### src/rtl/fpga_cfg_pkg.sv
// Shared parameters, derived byte counts, FSM state type and checksum helper
// for the fabric configuration loader.
package fpga_cfg_pkg;

    localparam int N_LUT = 8;            // number of LUTs
    localparam int LUT_W = 33;           // {mode bit, 32-bit truth table}
    localparam int N_SB  = 5;            // number of switch boxes
    localparam int SB_W  = 16;           // switch-box configure width
    localparam logic [7:0] SYNC = 8'hA5; // frame start byte

    // Bytes per record, rounded up to whole bytes
    localparam int LB  = (LUT_W + 7) / 8;
    localparam int SBB = (SB_W + 7) / 8;

    // Counter widths sized for the larger of the two record kinds
    localparam int IDX_W = $clog2((N_LUT > N_SB) ? N_LUT : N_SB);
    localparam int CNT_W = $clog2((LB > SBB) ? LB : SBB);

    typedef enum logic [2:0] {
        ST_IDLE   = 3'd0,
        ST_LUT    = 3'd1,
        ST_SB     = 3'd2,
        ST_CHECK  = 3'd3,
        ST_COMMIT = 3'd4
    } cfg_state_e;

    // Running XOR checksum over payload bytes
    function automatic logic [7:0] cks_next(input logic [7:0] acc, input logic [7:0] b);
        return acc ^ b;
    endfunction

endpackage

### src/rtl/cfg_word_shifter.sv
// Byte-serial, MSB-first word assembler. 'word' already includes the byte
// presented this cycle, so the FSM can store a record on its last byte.
module cfg_word_shifter #(
    parameter int W  = 33,
    parameter int NB = 5
) (
    input  logic         clock,
    input  logic         reset_n,
    input  logic [7:0]   byte_i,
    input  logic         shift_en,
    input  logic         clr,
    output logic [W-1:0] word
);

    // Only the previous NB-1 bytes need storing; the newest byte comes from byte_i
    localparam int SW = (NB - 1) * 8;

    logic [SW-1:0]   sh_q;
    logic [SW-1:0]   sh_d;
    logic [NB*8-1:0] shifted_s;

    assign shifted_s = {sh_q, byte_i};
    // Excess high bits of the first byte fall off here
    assign word      = W'(shifted_s);

    // Next shift-register contents: clear wins over shift
    always_comb begin
        sh_d = sh_q;
        if (clr) begin
            sh_d = '0;
        end else if (shift_en) begin
            sh_d = SW'(shifted_s);
        end else begin
            sh_d = sh_q;
        end
    end

    // Shift-register state
    always_ff @(posedge clock or negedge reset_n) begin
        if (!reset_n) begin
            sh_q <= '0;
        end else begin
            sh_q <= sh_d;
        end
    end

endmodule

### src/rtl/fpga_config_loader.sv
// Byte-serial configuration writer: loads LUT and switch-box words into
// shadow registers, verifies an XOR checksum, then commits atomically.
module fpga_config_loader
    import fpga_cfg_pkg::*;
(
    input  logic                   clock,
    input  logic                   reset_n,
    input  logic [7:0]             cfg_data,
    input  logic                   cfg_valid,
    output logic                   cfg_ready,
    output logic [N_LUT*LUT_W-1:0] lut_cfg,
    output logic [N_SB*SB_W-1:0]   sb_cfg,
    output logic                   fabric_enable,
    output logic                   cfg_done,
    output logic                   cfg_error,
    output logic                   busy
);

    cfg_state_e state_q, state_d;
    logic [CNT_W-1:0] cnt_q, cnt_d;
    logic [IDX_W-1:0] idx_q, idx_d;
    logic [7:0]       cks_q, cks_d;
    logic [N_LUT-1:0][LUT_W-1:0] shadow_lut_q, shadow_lut_d;
    logic [N_SB-1:0][SB_W-1:0]   shadow_sb_q, shadow_sb_d;
    logic [N_LUT*LUT_W-1:0] lut_cfg_q, lut_cfg_d;
    logic [N_SB*SB_W-1:0]   sb_cfg_q, sb_cfg_d;
    logic fabric_enable_q, fabric_enable_d;
    logic cfg_done_q, cfg_done_d;
    logic cfg_error_q, cfg_error_d;
    logic cfg_ready_q, busy_q;

    logic             xfer_s, lut_shift_s, sb_shift_s, clr_s;
    logic [LUT_W-1:0] lut_word_s;
    logic [SB_W-1:0]  sb_word_s;

    assign xfer_s        = cfg_valid & cfg_ready_q;
    assign cfg_ready     = cfg_ready_q;
    assign busy          = busy_q;
    assign lut_cfg       = lut_cfg_q;
    assign sb_cfg        = sb_cfg_q;
    assign fabric_enable = fabric_enable_q;
    assign cfg_done      = cfg_done_q;
    assign cfg_error     = cfg_error_q;

    cfg_word_shifter #(.W(LUT_W), .NB(LB)) u_lut_shift (
        .clock(clock), .reset_n(reset_n), .byte_i(cfg_data),
        .shift_en(lut_shift_s), .clr(clr_s), .word(lut_word_s)
    );

    cfg_word_shifter #(.W(SB_W), .NB(SBB)) u_sb_shift (
        .clock(clock), .reset_n(reset_n), .byte_i(cfg_data),
        .shift_en(sb_shift_s), .clr(clr_s), .word(sb_word_s)
    );

    // Frame FSM: next state, counters, checksum, shadow writes and commit
    always_comb begin
        state_d         = state_q;
        cnt_d           = cnt_q;
        idx_d           = idx_q;
        cks_d           = cks_q;
        shadow_lut_d    = shadow_lut_q;
        shadow_sb_d     = shadow_sb_q;
        lut_cfg_d       = lut_cfg_q;
        sb_cfg_d        = sb_cfg_q;
        fabric_enable_d = fabric_enable_q;
        cfg_done_d      = 1'b0;
        cfg_error_d     = cfg_error_q;
        lut_shift_s     = 1'b0;
        sb_shift_s      = 1'b0;
        clr_s           = 1'b0;
        case (state_q)
            ST_IDLE: begin
                if (xfer_s && (cfg_data == SYNC)) begin
                    clr_s       = 1'b1;
                    cnt_d       = '0;
                    idx_d       = '0;
                    cks_d       = 8'h00;
                    cfg_error_d = 1'b0;
                    state_d     = ST_LUT;
                end else begin
                    state_d = ST_IDLE;
                end
            end
            ST_LUT: begin
                if (xfer_s) begin
                    lut_shift_s = 1'b1;
                    cks_d       = cks_next(cks_q, cfg_data);
                    if (cnt_q == CNT_W'(LB - 1)) begin
                        shadow_lut_d[idx_q] = lut_word_s;
                        cnt_d               = '0;
                        if (idx_q == IDX_W'(N_LUT - 1)) begin
                            idx_d   = '0;
                            state_d = ST_SB;
                        end else begin
                            idx_d = idx_q + IDX_W'(1);
                        end
                    end else begin
                        cnt_d = cnt_q + CNT_W'(1);
                    end
                end else begin
                    state_d = ST_LUT;
                end
            end
            ST_SB: begin
                if (xfer_s) begin
                    sb_shift_s = 1'b1;
                    cks_d      = cks_next(cks_q, cfg_data);
                    if (cnt_q == CNT_W'(SBB - 1)) begin
                        shadow_sb_d[idx_q] = sb_word_s;
                        cnt_d              = '0;
                        if (idx_q == IDX_W'(N_SB - 1)) begin
                            idx_d   = '0;
                            state_d = ST_CHECK;
                        end else begin
                            idx_d = idx_q + IDX_W'(1);
                        end
                    end else begin
                        cnt_d = cnt_q + CNT_W'(1);
                    end
                end else begin
                    state_d = ST_SB;
                end
            end
            ST_CHECK: begin
                if (xfer_s) begin
                    if (cfg_data == cks_q) begin
                        state_d = ST_COMMIT;
                    end else begin
                        cfg_error_d = 1'b1;
                        state_d     = ST_IDLE;
                    end
                end else begin
                    state_d = ST_CHECK;
                end
            end
            ST_COMMIT: begin
                lut_cfg_d       = shadow_lut_q;
                sb_cfg_d        = shadow_sb_q;
                fabric_enable_d = 1'b1;
                cfg_done_d      = 1'b1;
                state_d         = ST_IDLE;
            end
            default: begin
                state_d = ST_IDLE;
            end
        endcase
    end

    // State, datapath and registered outputs; ready/busy look ahead at state_d
    always_ff @(posedge clock or negedge reset_n) begin
        if (!reset_n) begin
            state_q         <= ST_IDLE;
            cnt_q           <= '0;
            idx_q           <= '0;
            cks_q           <= 8'h00;
            shadow_lut_q    <= '0;
            shadow_sb_q     <= '0;
            lut_cfg_q       <= '0;
            sb_cfg_q        <= '0;
            fabric_enable_q <= 1'b0;
            cfg_done_q      <= 1'b0;
            cfg_error_q     <= 1'b0;
            cfg_ready_q     <= 1'b0;
            busy_q          <= 1'b0;
        end else begin
            state_q         <= state_d;
            cnt_q           <= cnt_d;
            idx_q           <= idx_d;
            cks_q           <= cks_d;
            shadow_lut_q    <= shadow_lut_d;
            shadow_sb_q     <= shadow_sb_d;
            lut_cfg_q       <= lut_cfg_d;
            sb_cfg_q        <= sb_cfg_d;
            fabric_enable_q <= fabric_enable_d;
            cfg_done_q      <= cfg_done_d;
            cfg_error_q     <= cfg_error_d;
            cfg_ready_q     <= (state_d != ST_COMMIT);
            busy_q          <= (state_d != ST_IDLE);
        end
    end

endmodule

### config.mk
export PLATFORM = sky130hd
export DESIGN_NAME = fpga_config_loader
export DESIGN_NICKNAME = d
export VERILOG_FILES = /design/src/rtl/fpga_cfg_pkg.sv /design/src/rtl/cfg_word_shifter.sv /design/src/rtl/fpga_config_loader.sv
export SDC_FILE = /design/constraint.sdc
export NUM_CORES = 1
export LEC_CHECK = 0
export BUFFER_PORTS_ARGS = -buffer_cell sky130_fd_sc_hd__buf_4
export CAP_MARGIN = 40
export CORE_MARGIN = 2
export CORE_UTILIZATION = 37
export CTS_CLUSTER_SIZE = 40
export DETAILED_ROUTE_END_ITERATION = 7
export GPL_ROUTABILITY_DRIVEN = 0
export GPL_TIMING_DRIVEN = 0
export MAX_ROUTING_LAYER = met4
export PLACE_DENSITY_LB_ADDON = 0.15
export SLEW_MARGIN = 25
export SYNTH_ARGS = -nofsm -noshare
export SYNTH_HDL_FRONTEND = slang
export SYNTH_SLANG_ARGS = --single-unit
### constraint.sdc
create_clock -name clock -period 3.4 [get_ports clock]
set_input_delay 0.34 -clock clock [delete_from_list [all_inputs] [get_ports clock]]
set_output_delay 0.34 -clock clock [all_outputs]
set_load 0.03 [all_outputs]
==> results.ini <==
[status]
status=complete, no violations

[setup_path]
critPathCaptureType=flip-flop
critical_path.startpoint_type=flip-flop
worstReg2RegEnd=shadow_lut_q[243]$_DFFE_PN0P_
r2r_slack_ns=0.76
type_of_the_worst_setup_path=reg -> reg
critical_path.reg2reg.startpoint=cnt_q[0]$_DFFE_PN0P_
crit_path_max_fanout=10
r2r_cells=7
worst_ep_required_time_ns=3.90
worst-endpoint-arrival_ns=3.14

[sta]
tightest_slew_ns=0.831
finalWorstSetupSlack_ns=0.757
rsz0062_at_grt=no
timing.clock.skew_ns=0.0224
setup-violations-final=0
number_of_slew_limit_violations_in_the_final_report=0
maxSlewHeadroom_pct=44.6
maxClockFrequency_ghz=0.378
fin_crit_ns=2.64
finalHoldWorstSlack_ns=0.119
layout_worst_path_cycle_share_pct=77.7
hold_violations=0

[synth]
synth_seq_area_share_pct=65.6
asr_flop_ratio_synth_pct=100
synth_area_per_cell_um2=16.0
synth-main-ff-cell=dfrtp_1
synth_fp_nets=1789
synth_cells=1772
synth_warn=0
ys_ff_latch=743
synth_area_um2=28400
synth_unique_cells=52
synth-edff-count=0

[routing]
first_pass_iters=4
antenna_violating_nets_post_route=0
num_vias=16100
drt_first_iter_violations=789
remaining_drc_errors=0
finalWirelength_um=75200
post_drt_wl_per_cell_um=22.6
post_drt_via_cell_ratio=4.85

[floorplan]
core_um2=75900
die_height_um=281
top_level_ports=360
chip_width_um=281
dieArea_um2=78900
initial_core_util_pct=37.3
placement_rows=101

[layout]
areaGrowthSynthToFinish_pct=25.2
count_of_fill_cells_added_during_filler_insertion=6635
final_layout_size_suffix_gt1_share_pct=56.1
final_net_count=2249

[min_path]
hold_end=state_q[1]$_DFF_PN0_
hold-path-cell-count=4
holdCritStartpoint=cfg_valid
timing.hold.worst.class=in -> reg

[cts]
ctsRootBufferMaster=clkbuf_16
clock_latency_ns=0.63
cts_tree=built
postCtsHoldBufs=1
cts.sink_count=743
htreeDepth=3
clkTransAtPathRegs_ns=0.06
post_cts_buffers=0
post_cts_resize_count=0
ctsLongestPathBuffers=3
tritoncts.num_buffers=84

[power]
fin_total_pwr_mw=19.5
total_leakage_power_nw=18.4
p_switching_mw=4.55
sequentialPowerShare_pct=47.5
clock_power_share_pct=47.2
p_per_area_nw_per_um2=550
power.combinational.fraction_pct=5.3
power.ir.vdd_worst_v=0.000316
power_switching_share_pct=23.3
p_int_mw=15.0

[place]
hpwl_um=52300
port_buffers=351
dp_slack_ns=0.477

[global_route]
grt.overflow.total=0
largest_net_degree_at_the_start_of_global_routing=95
antenna_found_initial=3
grt_pass1_vias=17200
global_route_wire_length_before_repair_um=112000
groute.usage.overall_pct=19.8

[run]
max_cap_violations=0

==> stage by stage <==
step | cell area (um2) | setup TNS [ns] | utilization [%] | cells
final | 35500 | 0 | 46.8 | 3329
after global routing | 35500 | 0 | 46.8 | 3328
after CTS | 35500 | 0 | 46.7 | 3323
after global placement | 32300 | -4582.74 | 42.5 | 3153
after floorplan | 28400 | 0 | - | 1772
after detailed placement | 32600 | 0 | 43.0 | 3171
==> worst max-delay path by stage <==
| stage | start | end | slack, ns | cells after the start |
|---|---|---|---|---|
| CTS | cnt_q[1]$_DFFE_PN0P_ | shadow_lut_q[234]$_DFFE_PN0P_ | 0.67 | 7 |
| floorplan | cfg_ready$_DFF_PN0_ | shadow_lut_q[101]$_DFFE_PN0P_ | 1.36 | 5 |
| detailed placement | cfg_data[5] | cfg_error$_DFFE_PN0P_ | 0.48 | 5 |
| global route | cnt_q[0]$_DFFE_PN0P_ | shadow_lut_q[241]$_DFFE_PN0P_ | 0.59 | 7 |
| finish | cnt_q[0]$_DFFE_PN0P_ | shadow_lut_q[243]$_DFFE_PN0P_ | 0.76 | 7 |
| global placement | reset_n | lut_cfg[238]$_DFFE_PN0P_ | -6.25 | 1 |
==> metal layers <==
| layer | GRT usage, % | wire length [um] |
|---|---|---|
| met4 | 5.00 | 1580 |
| met5 | - | 0 |
| met2 | 31.4 | 36500 |
| met3 | 5.27 | 4530 |
| met1 | 25.1 | 32700 |
==> state kept, by name, indices dropped and copies added (netlist names) <==
register,flops
lut_cfg,264
shadow_lut_q,264
sb_cfg,80
shadow_sb_q,80
u_lut_shift.sh_q,25
cks_q,8
u_sb_shift.sh_q,8
cnt_q,3
idx_q,3
state_q,3
busy,1
cfg_done,1
cfg_error,1
cfg_ready,1
fabric_enable,1
==> synth_stat cells, types with 2 or more instances <==
cell type,instances,area (um2)
nand4bb_1,2,22.5
clkbuf_1,36,135
nor4_4,3,63.8
a21oi_1,33,165
mux2_1,2,22.5
nor2_1,6,22.5
nand3_1,3,15.0
o21ai_0,10,50.1
nand2_2,7,43.8
or3_1,2,12.5
buf_4,5,37.5
mux2_2,689,7760
buf_6,18,203
nor3_1,2,10.0
inv_1,10,37.5
a31oi_1,4,25.0
a221o_1,4,40.0
nor3b_1,5,37.5
nand2_1,74,278
nand2b_1,7,43.8
nor2b_1,8,50.1
buf_2,45,225
nor3_2,3,30.0
dfrtp_1,743,18600
and4_1,2,17.5
nor4_1,3,18.8
nand4_1,2,12.5
xnor2_1,8,70.1
ha_1,6,75.1
clkbuf_2,6,30.0
buf_1,2,7.51
or2_2,2,12.5
==> critical path, cell delays in order, from the launching register on <==
cell	delay [ns]
dfrtp_1	0.43
inv_1	0.08
ha_1	0.21
and2_1	0.18
nand4_2	0.20
nor2_2	0.62
buf_2	0.42
mux2_2	0.38
==> cells in the final DEF (no fill, tap or decap), drive strengths merged, types with 2 or more instances in the layout <==
| cell | count |
|---|---|
| nor3b | 5 |
| diode | 2 |
| clkinv | 9 |
| nand4 | 3 |
| or2 | 3 |
| buf | 443 |
| bufinv | 5 |
| nor3 | 5 |
| or3 | 2 |
| nor2 | 8 |
| a221o | 4 |
| nor2b | 8 |
| a31oi | 4 |
| nand2 | 81 |
| inv | 12 |
| nor4 | 7 |
| and4 | 2 |
| ha | 6 |
| nand2b | 7 |
| clkbuf | 175 |
| nand4bb | 2 |
| o21ai | 10 |
| dfrtp | 743 |
| a21oi | 33 |
| clkinvlp | 2 |
| nand3 | 3 |
| mux2 | 691 |
| xnor2 | 8 |
==> logic make-up after synthesis <==
logic type      synth area share, %
compound gates                 1.29
flops                          65.6
buf+inv                        2.38
fa+ha+maj                     0.265
simple gates                   2.76
mux                            27.5
xor+xnor                      0.247
==> layout make-up <==
cell class	instances	area [um2]	share of cell area (%)
Sequential cell	743	18600	52.4
Buffer	112	641	1.80
Antenna cell	2	5.00	0.0141
Timing Repair Buffer	374	3020	8.52
Tap cell	1030	1290	3.63
Multi-Input combinational cell	907	9090	25.6
Clock buffer	133	2580	7.27
Clock inverter	18	250	0.705
Inverter	10	37.5	0.106
==> power groups by stage <==
stage,sequential [mW],clock (mW),combinational (mW)
finish,9.28,9.20,1.03
global route,9.31,9.83,1.15
CTS,9.28,9.47,1.07
detailed placement,9.44,0,1.06
global placement,9.43,0,0.986
floorplan,9.36,0,0.500
No activity file was read; power rests on OpenSTA's default activity.
